`src/rtl/zkbdmus_evq_if.sv`:
```
// rtl/zkbdmus_evq_if.sv - bus bundle for the keyboard/mouse event block
// master: host side, drives strobes, data, row address and read selects
// slave : device side, returns column read, mouse data and event FIFO status
interface zkbdmus_evq_if #(
   parameter int ROWS      = 8,
   parameter int COLS      = 5,
   parameter int EVQ_DEPTH = 8
);
   localparam int NKEYS = ROWS * COLS;
   localparam int KW    = $clog2(NKEYS);
   localparam int EW    = KW + 1;
   localparam int CW    = $clog2(EVQ_DEPTH + 1);

   logic [NKEYS-1:0] kbd_in;
   logic             kbd_stb;
   logic [7:0]       mus_in;
   logic [1:0]       mus_wsel;
   logic             mus_stb;
   logic             mus_delta;
   logic [ROWS-1:0]  zah;
   logic [COLS-1:0]  kbd_data;
   logic [1:0]       mus_rsel;
   logic [7:0]       mus_data;
   logic             ev_rd;
   logic [EW-1:0]    ev_data;
   logic             ev_empty;
   logic [CW-1:0]    ev_count;

   modport master (
      output kbd_in, kbd_stb, mus_in, mus_wsel, mus_stb, mus_delta,
             zah, mus_rsel, ev_rd,
      input  kbd_data, mus_data, ev_data, ev_empty, ev_count
   );

   modport slave (
      input  kbd_in, kbd_stb, mus_in, mus_wsel, mus_stb, mus_delta,
             zah, mus_rsel, ev_rd,
      output kbd_data, mus_data, ev_data, ev_empty, ev_count
   );
endinterface

```
`src/rtl/zkbdmus_evq.sv`:
```
// rtl/zkbdmus_evq.sv - keyboard matrix scanner with key-event FIFO and mouse registers
// fclk : clock, all state on rising edge
// rst  : synchronous active-high reset
// bus  : slave side of zkbdmus_evq_if (matrix load/read, mouse write/read, event FIFO)
module zkbdmus_evq #(
   parameter int ROWS      = 8,
   parameter int COLS      = 5,
   parameter int EVQ_DEPTH = 8,
   parameter int MUS_AXES  = 3
) (
   input  logic          fclk,
   input  logic          rst,
   zkbdmus_evq_if.slave  bus
);
   localparam int NKEYS = ROWS * COLS;
   localparam int KW    = $clog2(NKEYS);
   localparam int EW    = KW + 1;
   localparam int CW    = $clog2(EVQ_DEPTH + 1);
   localparam int AW    = $clog2(EVQ_DEPTH);

   logic [NKEYS-1:0] kbd;
   logic [NKEYS-1:0] shd;
   logic [KW-1:0]    idx;
   logic [EW-1:0]    mem [EVQ_DEPTH];
   logic [AW-1:0]    wr_ptr;
   logic [AW-1:0]    rd_ptr;
   logic [CW-1:0]    count;
   logic [7:0]       btn;
   logic [7:0]       axis [1:MUS_AXES];

   logic             full;
   logic             empty;
   logic             push;
   logic             pop;
   logic [COLS-1:0]  kd;
   logic [7:0]       md;

   // Full is taken from the occupancy before this edge, so a same-cycle pop
   // never makes room for a push; the key is simply retried next pass.
   assign full  = (count == CW'(EVQ_DEPTH));
   assign empty = (count == '0);
   assign push  = (kbd[idx] != shd[idx]) && !full;
   assign pop   = bus.ev_rd && !empty;

   always_ff @(posedge fclk) begin
      if (rst) begin
         kbd    <= '0;
         shd    <= '0;
         idx    <= '0;
         wr_ptr <= '0;
         rd_ptr <= '0;
         count  <= '0;
         btn    <= 8'hFF;
         for (int a = 1; a <= MUS_AXES; a++) begin
            axis[a] <= 8'h00;
         end
      end else begin
         if (bus.kbd_stb) begin
            kbd <= bus.kbd_in;
         end
         idx <= (idx == KW'(NKEYS - 1)) ? '0 : idx + KW'(1);
         // Shadow only follows the matrix when the event was actually queued.
         if (push) begin
            shd[idx] <= kbd[idx];
            wr_ptr   <= wr_ptr + AW'(1);
         end
         if (pop) begin
            rd_ptr <= rd_ptr + AW'(1);
         end
         count <= count + CW'(push) - CW'(pop);
         if (bus.mus_stb) begin
            if (bus.mus_wsel == 2'd0) begin
               btn <= bus.mus_in;
            end
            for (int a = 1; a <= MUS_AXES; a++) begin
               if (bus.mus_wsel == 2'(a)) begin
                  axis[a] <= bus.mus_delta ? axis[a] + bus.mus_in : bus.mus_in;
               end
            end
         end
      end
   end

   // Storage needs no reset; occupancy and pointers define what is valid.
   always_ff @(posedge fclk) begin
      if (push) begin
         mem[wr_ptr] <= {kbd[idx], idx};
      end
   end

   // Column is pulled low by any pressed key on an addressed (low) row.
   always_comb begin
      kd = '1;
      for (int c = 0; c < COLS; c++) begin
         for (int r = 0; r < ROWS; r++) begin
            if (!bus.zah[r] && kbd[c*ROWS + r]) begin
               kd[c] = 1'b0;
            end
         end
      end
   end

   always_comb begin
      md = 8'hFF;
      if (bus.mus_rsel == 2'd0) begin
         md = btn;
      end
      for (int a = 1; a <= MUS_AXES; a++) begin
         if (bus.mus_rsel == 2'(a)) begin
            md = axis[a];
         end
      end
   end

   assign bus.kbd_data = kd;
   assign bus.mus_data = md;
   assign bus.ev_data  = mem[rd_ptr];
   assign bus.ev_empty = empty;
   assign bus.ev_count = count;
endmodule
```
`src/flat_wrapper.sv`:
```
// flat-port wrapper written by rule: the top's interface ports become plain ports
module zkbdmus_evq_flat 
#(
   parameter int ROWS      = 8,
   parameter int COLS      = 5,
   parameter int EVQ_DEPTH = 8,
   parameter int MUS_AXES  = 3
)
  (fclk, rst, bus_kbd_in, bus_kbd_stb, bus_mus_in, bus_mus_wsel, bus_mus_stb, bus_mus_delta, bus_zah, bus_mus_rsel, bus_ev_rd, bus_kbd_data, bus_mus_data, bus_ev_data, bus_ev_empty, bus_ev_count);
  zkbdmus_evq_if #(.ROWS(ROWS), .COLS(COLS), .EVQ_DEPTH(EVQ_DEPTH)) bus_i ();
  input  logic fclk;
  input  logic rst;
  input wire logic [$bits(bus_i.kbd_in)-1:0] bus_kbd_in;
  input wire logic [$bits(bus_i.kbd_stb)-1:0] bus_kbd_stb;
  input wire logic [$bits(bus_i.mus_in)-1:0] bus_mus_in;
  input wire logic [$bits(bus_i.mus_wsel)-1:0] bus_mus_wsel;
  input wire logic [$bits(bus_i.mus_stb)-1:0] bus_mus_stb;
  input wire logic [$bits(bus_i.mus_delta)-1:0] bus_mus_delta;
  input wire logic [$bits(bus_i.zah)-1:0] bus_zah;
  input wire logic [$bits(bus_i.mus_rsel)-1:0] bus_mus_rsel;
  input wire logic [$bits(bus_i.ev_rd)-1:0] bus_ev_rd;
  output wire logic [$bits(bus_i.kbd_data)-1:0] bus_kbd_data;
  output wire logic [$bits(bus_i.mus_data)-1:0] bus_mus_data;
  output wire logic [$bits(bus_i.ev_data)-1:0] bus_ev_data;
  output wire logic [$bits(bus_i.ev_empty)-1:0] bus_ev_empty;
  output wire logic [$bits(bus_i.ev_count)-1:0] bus_ev_count;
  assign bus_i.kbd_in = bus_kbd_in;
  assign bus_i.kbd_stb = bus_kbd_stb;
  assign bus_i.mus_in = bus_mus_in;
  assign bus_i.mus_wsel = bus_mus_wsel;
  assign bus_i.mus_stb = bus_mus_stb;
  assign bus_i.mus_delta = bus_mus_delta;
  assign bus_i.zah = bus_zah;
  assign bus_i.mus_rsel = bus_mus_rsel;
  assign bus_i.ev_rd = bus_ev_rd;
  assign bus_kbd_data = bus_i.kbd_data;
  assign bus_mus_data = bus_i.mus_data;
  assign bus_ev_data = bus_i.ev_data;
  assign bus_ev_empty = bus_i.ev_empty;
  assign bus_ev_count = bus_i.ev_count;
  zkbdmus_evq #(.ROWS(ROWS), .COLS(COLS), .EVQ_DEPTH(EVQ_DEPTH), .MUS_AXES(MUS_AXES)) u_core (.fclk(fclk), .rst(rst), .bus(bus_i));
endmodule
```
`config.mk`:
```
export PLATFORM = sky130hd
export DESIGN_NAME = zkbdmus_evq_flat
export DESIGN_NICKNAME = d
export VERILOG_FILES = /design/src/rtl/zkbdmus_evq_if.sv /design/src/rtl/zkbdmus_evq.sv /design/src/flat_wrapper.sv
export SDC_FILE = /design/constraint.sdc
export NUM_CORES = 1
export LEC_CHECK = 0
export ABC_AREA = 1
export CAP_MARGIN = 0
export CORE_AREA = 4 4 142 144
export DETAILED_ROUTE_END_ITERATION = 8
export DIE_AREA = 0 0 146 148
export GPL_TIMING_DRIVEN = 0
export PLACE_DENSITY = 0.76
export SYNTH_ARGS = -nofsm -noshare
export SYNTH_HDL_FRONTEND = slang
export SYNTH_SLANG_ARGS = --single-unit
```
`constraint.sdc`:
```
create_clock -name fclk -period 2.9 [get_ports fclk]
set_input_delay 0.87 -clock fclk [delete_from_list [all_inputs] [get_ports fclk]]
set_output_delay 0.87 -clock fclk [all_outputs]
set_load 0.01 [all_outputs]
```
After elaboration in Yosys (flattened, before gate mapping)

Memory sizes are Yosys's and may differ from the RTL's. A register that Yosys moved wholly into a read port is not among the register bits.
Cells that the tools add are included.

Memories kept: 2
RAM bits: 80
Bits in registers: 104
Word-level logic and storage cells: 164
Output and inout bits: 25

Bitwise operators: 3
Order comparisons: 2
Reductions and logical operators: 58
Equality and inequality tests: 9
Add/subtract/negate cells: 8
Multiplexer cells: 75

Memories:

| memory      | depth | bits a word | rd ports | clocked after Yosys merged registers in | wr ports | line              | RTL |
|---|---|---|---|---|---|---|---|
| u_core.mem  | 8     | 7           | 1        | 1                                       | 1        | zkbdmus_evq.sv:24 | `logic [EW-1:0] mem [EVQ_DEPTH];` |
| u_core.axis | 3     | 8           | 3        | 0                                       | 3        | zkbdmus_evq.sv:29 | `logic [7:0] axis [1:MUS_AXES];` |

Operator list:

| operator                                                                            | count |
|---|---|
| 8-bit 2-to-1 mux                                                                    | 10 |
| 1-bit 2-to-1 mux                                                                    | 59 |
| 1-bit logical AND                                                                   | 43 |
| 40-bit bitwise mux                                                                  | 1 |
| 8-bit adder                                                                         | 3 |
| 1-bit binary-select mux with 6-bit select                                           | 2 |
| 1-bit logical NOT                                                                   | 10 |
| 2-bit == test, second input constant                                                | 4 |
| 6-bit by 7-bit < comparator with 1-bit output, second input constant                | 1 |
| 3-bit by 1-bit adder with 3-bit output, second input constant                       | 2 |
| 6-bit by 1-bit adder with 6-bit output, second input constant                       | 1 |
| 1-bit demux with 6-bit select                                                       | 1 |
| 6-bit == test, second input constant                                                | 1 |
| 6-bit by 1-bit greater-or-equal comparator with 1-bit output, second input constant | 1 |
| 3-bit 2-to-1 mux                                                                    | 2 |
| 4-bit by 1-bit adder with 4-bit output                                              | 1 |
| 2-bit by 1-bit == test with 1-bit output, second input constant                     | 2 |
| 4-bit == test, second input constant                                                | 1 |
| 2-bit logical NOT                                                                   | 2 |
| 4-bit logical NOT                                                                   | 1 |
| 4-bit by 1-bit subtractor with 4-bit output                                         | 1 |
| 1-bit bitwise OR                                                                    | 3 |
| 2-bit AND reduction                                                                 | 1 |
| 2-bit OR reduction                                                                  | 1 |
| 1-bit inequality test                                                               | 1 |

Longest topological paths before layout

Depth in word-level cells: 10
Depth in mapped cells: 23
Mapped depth without buffers: 21

Worst setup path after synthesis

Ideal clock, no wire load.

Kind: register to register
Start: register u_core.idx[0]
End: memory u_core.mem[1][0] in the netlist's numbering, enable pin
Slack: 318 ps
Library setup time: 380 ps
Cell stages (with the launch flop): 17
Data arrival time: 2,202 ps
Buffers on the path: 2
Period minus slack after synthesis: 2,582 ps
Path through: dfxtp_1 > buf_6 > buf_4 > nand2_1 > o21ai_0 > nand2_1 > nand2_1 > nand2_1 > nand2_1 > nand2_1 > nand2_1 > inv_1 > nand2_1 > nand2_2 > nand2_8 > nand2_4 > nor3_1

Longest elaborated chain between the ends: 6
Elaborated cells on any way between the ends: 8

Ends and longest elaborated chain:

| element                                    | line              | RTL |
|---|---|---|
| start, declared                            | zkbdmus_evq.sv:23 | `logic [KW-1:0] idx;` |
| start signal, assigned                     | zkbdmus_evq.sv:61 | `idx <= (idx == KW'(NKEYS - 1)) ? '0 : idx + KW'(1);` |
| 1-bit binary-select mux with 6-bit select  | zkbdmus_evq.sv:42 | `assign push = (kbd[idx] != shd[idx]) && !full;` |
| 1-bit 2-to-1 mux (not written as such)     | zkbdmus_evq.sv:42 |  |
| 1-bit inequality test (*)                  | zkbdmus_evq.sv:42 |  |
| 1-bit logical AND (*)                      | zkbdmus_evq.sv:42 |  |
| 1-bit 2-to-1 mux (*)                       | zkbdmus_evq.sv:86 | `if (push) begin` |
| 1-bit 2-to-1 mux (not written as such) (*) | zkbdmus_evq.sv:87 | `mem[wr_ptr] <= {kbd[idx], idx};` |
| end, declared                              | zkbdmus_evq.sv:24 |  |

Every way passes the cells marked *; elsewhere a longest branch is shown, timed or not. The select of a mux whose other input is x is not followed.

Worst setup path in the final report

Start: input bus_mus_rsel[0]
End: output bus_mus_data[3]

Longest elaborated chain between the ends: 5
Elaborated cells on any way between the ends: 8

Ends and longest elaborated chain:

| element                       | line               | RTL |
|---|---|---|
| start, declared               | flat_wrapper.sv:20 | `input wire logic [$bits(bus_i.mus_rsel)-1:0] bus_mus_rsel;` |
| 2-bit logical NOT             | zkbdmus_evq.sv:105 | `if (bus.mus_rsel == 2'd0) begin` |
| 8-bit 2-to-1 mux              | zkbdmus_evq.sv:105 |  |
| 8-bit 2-to-1 mux (2 in a row) | zkbdmus_evq.sv:109 | `if (bus.mus_rsel == 2'(a)) begin` |
| 8-bit 2-to-1 mux (*)          | zkbdmus_evq.sv:109 |  |
| end, declared                 | flat_wrapper.sv:23 | `output wire logic [$bits(bus_i.mus_data)-1:0] bus_mus_data;` |

Every way passes the cells marked *; elsewhere a longest branch is shown, timed or not.

==> key figures <==
Logic synthesis
  • Synth cell types: 40
  • Avg Inst Size Synth: 7.40 um^2
  • Post-Synthesis Cells: roughly 1400
  • Top-count cell post-synth: nand2_1
  • Largest cells by area after synthesis: edfxtp_1 23%, dfxtp_1 21%, nand2_1 12%
  • Synth warnings: 0
  • Primary FF master, synth: dfxtp_1
  • Ys async rst share: 0%
  • Yosys reg bits: about 190
  • Area share of the largest cell type after synthesis: a little under a quarter
  • Leading area contributor after synthesis: edfxtp_1
  • Sequential cell area fraction in the yosys report: 44.4%
  • Net count after synthesis: 1482
  • Post-synth EDFFs: 80
  • Cell Area, Synth: around 10000 um^2
  • Most instantiated cells after synthesis: 331 x nand2_1, 193 x nor2_1, 143 x inv_1

Die
  • Die area: between 20000 and 25000 um^2
  • Die H: around 150 um
  • Core ar.: around 19000 um^2
  • Row count: 50
  • I/O Pins: 91
  • Initial core utilization: between 50 and 60%
  • Die width: about 150 um

Worst hold path
  • Hold Path Class: flip-flop to flip-flop
  • Worst min-delay path startpoint: u_core.shd[39]
  • Hold Path Sink: u_core.shd[39]
  • Hold path cells: 2

STA
  • Hold Vio Cnt, Final: 0
  • Final WS setup: -23.9 ps
  • Worst Skew: between 10 and 15 ps
  • Worst Tran Pin Value: 1230 ps
  • Slew HR: 17.1%
  • Highest Clock Rate: approximately 0.34 GHz
  • Fin crit share: 101%
  • Min Clock Period, post-route: approximately 3000 ps
  • RSZ-0062 raised after global routing: yes
  • Setup violators final: 2
  • Fin. max-slew vios: 0
  • Setup tns final: -38.5 ps
  • Hold WS: approximately 450 ps

GRT
  • GRT Overall Usage: approximately a quarter
  • Vias in the first global route: about 9400
  • Largest net degree at the start of global routing: 18
  • Initial antenna violation count: 0
  • GRT overflow: 0
  • First-pass GRT wire length: ~46 mm

Drt
  • Average wire per standard cell: around 16 um
  • Antenna Violating Nets Remaining: 0
  • DR pass1 iterations: 6
  • Routed vias/inst: approximately 5.6
  • Post-Route WL: roughly 29 mm
  • DRT iter0 DRCs: around 940
  • DRC: 0
  • DR vias: 9796

Flow run
  • Max-cap viol count: 0

Place
  • Final HPWL DP: 20.4 mm
  • Routability cong.: ~0.97
  • # port buffers: between 80 and 90

Clock network
  • Clk buf depth: 2
  • Worst-path clk slew: 70 ps
  • Clock Sinks: 187
  • H-tree levels: 4
  • CTS tree: built
  • Root Driver: clkbuf_16
  • Num CTS Buffers: 17
  • Worst-skew pair later-pin latency: around 440 ps

Setup path
  • R2R depth: 20
  • CP Class: primary input to output port
  • CP Capture Type: output port
  • CP max-delay cell: dlygate4sd2_1
  • Worst path arrival time: 2050 ps
  • Reg2reg end: u_core.bus.ev_count[2]
  • Worst-path cell chain: clkdlybuf4s15_2, inv_1, nor3_1, o31ai_1, dlygate4sd2_1
  • Required @ worst endpoint: between 2000 and 2500 ps
  • Largest fanout on the critical path: 5
  • Crit-path max cell delay: approximately 320 ps
  • FF-to-FF Start: u_core.idx[0]
  • FF-to-FF setup slack: 160 ps
  • CP Launch Type: primary input

Status
  • Outcome: finished, violations left
  • Failing checks: negative setup slack

Final layout
  • Area Growth Syn to Fin: 20.7%
  • Antenna diodes: 0
  • Share of layout cells above drive strength 1: about a tenth
  • Final Core Density: between 60% and 70%
  • Post-layout nets: 1596

Pwr
  • Flop pwr share: between 40% and 50%
  • Leakage: slightly above 0.005 uW
  • Clock power share: a little under a third
  • Net switching power: about 2500 uW
  • Cell Int Power: about 5000 uW
  • Peak supply drop: roughly 0.45 mV
  • Power Density: between 600 and 700 nW/um^2
  • Sw Ratio: between 30% and 40%
  • Power Total: 7430 uW
  • Comb pwr share: 27.5%
## worst max-delay path: cells and delay by family
kind                   cells  cell delay, ps
buffers and inverters      3             800
AOI/OAI and AO/OA          1             300
and+or+nand+nor            1              80
## stage by stage
stage          cells  instance area (um^2)  setup WS, ps
3_5_place_dp    1704                 11400          -995
5_1_grt         1743                 12300         -63.1
2_1_floorplan   1382                 10200           318
4_1_cts         1742                 12300          7.10
3_3_place_gp    1704                 11400          -819
6_report        1743                 12300         -23.9
## flip-flops by register name, indices dropped and copies added, names as in the netlist, named ones only
signal,cells
u_core.idx,6
u_core.btn,8
u_core.mem,56
u_core.bus.ev_count,4
u_core.kbd,40
u_core.axis,24
u_core.shd,40
u_core.wr_ptr,3
u_core.rd_ptr,3
## power groups by stage
stage,clock (uW),combinational (uW),sequential (uW)
6_report,2370,2040,3020
5_1_grt,2490,2270,3040
4_1_cts,2370,1990,3020
3_5_place_dp,0,1920,3080
2_1_floorplan,0,1200,3050
3_3_place_gp,0,1880,3070
## cells in the final DEF (no fill, tap or decap), types with 9 or more instances in the layout
master           count
ha_1                30
nand3_1             58
dlygate4sd2_1       20
buf_2               15
o21ai_0            111
o22ai_1             10
nand4_1             48
a31oi_1             14
a21oi_1             98
buf_4               13
nand2_1            328
edfxtp_1            80
clkbuf_16           17
clkdlybuf4s50_1     56
inv_1              135
nor2_1             187
nor3_1              14
clkbuf_1            29
xor2_1               9
dfxtp_1            101
## per-layer routing
| layer | vias up | GRT usage, % | routed length [um] |
|---|---|---|---|
| met3 | 62 | 4.60 | 2010 |
| met5 | - | 0 | 0 |
| li1 | 4818 | - | - |
| met1 | 4484 | 33.4 | 12000 |
| met4 | 0 | 7.86 | 645 |
| met2 | 432 | 45.5 | 13800 |
## worst max-delay path by stage
stage	from	endpoint	slack, ps
floorplan	u_core.idx[0]	u_core.mem[1][0]	320
global placement	bus_zah[2]	bus_kbd_data[1]	-820
detailed placement	u_core.idx[1]	u_core.mem[1][1]	-990
CTS	bus_mus_rsel[0]	bus_mus_data[1]	7
global route	bus_mus_rsel[0]	bus_mus_data[2]	-60
finish	bus_mus_rsel[0]	bus_mus_data[3]	-20
## cell type report
class / instances / area (um^2)
multi-input combinational: 977 / 4980
timing repair buffer: 97 / 921
fill: 1591 / 6360
sequential: 187 / 4560
clock inverter: 15 / 159
inverter: 149 / 568
clock buffer: 17 / 425
tap: 234 / 293
buffer: 67 / 437
## timing repair
action | 4_1_cts | 5_1_grt
hold buffers | 0 | 0
endpoints found under the setup margin | 80 | 62
resized for setup | 132 | 28
pin swaps | 12 | 2
buffers inserted | 7 | 2
## cells by family (layout without fill, tap and decap cells)
| group | Yosys count | count (layout) | synth area share [%] |
|---|---|---|---|
| and+or+nand+nor | 675 | 675 | 27.9 |
| AOI/OAI and AO/OA | 259 | 259 | 13.5 |
| buffers and inverters | 218 | 345 | 8.93 |
| DFF | 187 | 187 | 44.4 |
| adders and majority gates | 34 | 34 | 4.45 |
| xor gates and xnor gates | 9 | 9 | 0.771 |
No activity file was read; power rests on OpenSTA's default activity.
==> edit (config.mk and constraints unchanged) <==
Make the reset (`rst`) asynchronous in one clocked block. Comments in the files are not updated.
--- a/src/rtl/zkbdmus_evq.sv
+++ b/src/rtl/zkbdmus_evq.sv
@@ -42,7 +42,7 @@
    assign push  = (kbd[idx] != shd[idx]) && !full;
    assign pop   = bus.ev_rd && !empty;
 
-   always_ff @(posedge fclk) begin
+   always_ff @(posedge fclk or posedge rst) begin
       if (rst) begin
          kbd    <= '0;
          shd    <= '0;
Formal check against the unedited RTL: differs if rst is asserted again (counterexample within 4 cycles, from zero or initial values and one cycle with rst high); with rst held inactive, the same outputs for 4 cycles.
==> edit against the original RTL <==
Total power grew 19%; register-to-register slack lost 0.10 ns; sequential cell count shrank 3; routed wire length shrank 3.2%; sequential power grew 13%; critical path depth grew 3; synthesized area shrank 0.83%; largest power group unchanged; setup slack gained 0.038 ns; design area grew 0.65%; highest routed layer unchanged; final cell count shrank 5.7%.
==> edit: results (changes against the original RTL) <==
* Reg2Reg Setup Slack at 0.06 ns (was 0.16 ns)
* Port bufs at 87 (was 88)
* First-pass GRT wire length at 44700 um (was 45900 um)
* Final period utilization at 0.995 (was 1.01)
* Pre-CTS setup slack at -0.934 ns (was -0.995 ns)
* HP Start: u_core.shd[32] (was u_core.shd[39])
* Layout cells sized above 1 at 0.128 (was 0.0961)
* Metal2 WL at 13500 um (was 13800 um)
* Pre-antenna DRT Iters at 5 (was 6)
* Routed vias at 9343 (was 9796)
* Worst Reg-to-Reg Cells at 19 (was 20)
* Largest net degree at the start of global routing at 42 (was 18)
* GR Layer Usage met2 at 0.444 (was 0.455)
* Worst-margin pin slew at 0.811 ns (was 1.23 ns)
* Netlist cell types at 42 (was 40)
* Met1 wire length at 11300 um (was 12000 um)
* Share of flip-flops with an asynchronous set or reset at 0.696 (was 0)
* Design area at 0.0124 mm^2 (was 0.0123 mm^2)
* Post-DP HPWL at 19100 um (was 20400 um)
* Fillcell total at 1504 (was 1591)
* Worst Path Arrival at 2.02 ns (was 2.05 ns)
* GP Congestion at 0.888 (was 0.965)
* Worst reg2reg endpoint: u_core.bus.ev_count[1] (was u_core.bus.ev_count[2])
* DR iter-0 viols at 713 (was 941)
* Seq/Total Area, Yosys at 0.482 (was 0.444)
* Synth area leaders: dfrtp_1 30%, edfxtp_1 17%, nand2_1 13%, o21ai_0 5.2%, nor2_1 5.1% (was edfxtp_1 23%, dfxtp_1 21%, nand2_1 12%, nor2_1 7.1%, o21ai_0 5.5%)
* EDFF count, synth at 56 (was 80)
* Status: finished clean (was finished with violations)
[edit: cell families after synthesis]
family | synth area share
and+or+nand+nor | 0.258
AOI/OAI and AO/OA | 0.119
DFF | 0.482
buffers and inverters | 0.0720
adders and majority gates | 0.0449
xor gates and xnor gates | 0.0112
muxes | 0.0122
[edit: area by class of cell]
class	instances	area share
plain buffers	59	0.0319
clock buffers	18	0.0363
clock inverters	14	0.0147
inverters	116	0.0367
multi-input cells	906	0.379
flip-flops and latches	184	0.395
well taps	234	0.0236
repair buffers	112	0.0830
[edit: repair_timing]
item | CTS | global route
endpoints found under the hold margin | 0 | 0
gates resized for setup | 132 | 47
setup endpoints to repair | 79 | 76
pin swaps | 4 | 7
setup buffers | 11 | 11
[edit: worst max-delay path by stage]
stage / start / end / depth (start not counted)
5_1_grt: u_core.idx[0] / u_core.bus.ev_count[1] / 19
6_report: bus_mus_rsel[1] / bus_mus_data[1] / 8
3_5_place_dp: bus_mus_rsel[0] / bus_mus_data[7] / 7
3_3_place_gp: bus_mus_rsel[0] / bus_mus_data[7] / 7
2_1_floorplan: u_core.idx[0] / u_core.mem[1][0] / 13
4_1_cts: bus_mus_rsel[0] / bus_mus_data[0] / 9
[edit: metrics by stage]
stage | TNS [ns] | cells | power [W]
2_1_floorplan | 0 | 1266 | 0.00521
3_3_place_gp | -134.01 | 1587 | 0.00612
3_5_place_dp | -43.09 | 1590 | 0.00622
4_1_cts | -0.112 | 1633 | 0.00879
5_1_grt | -1.10 | 1643 | 0.00937
6_report | 0 | 1643 | 0.00885
[edit: power breakdown]
part,switching [W],internal [W]
clock,0.00110,0.00136
combinational,0.00177,0.00120
sequential,0.000284,0.00314
total,0.00316,0.00570
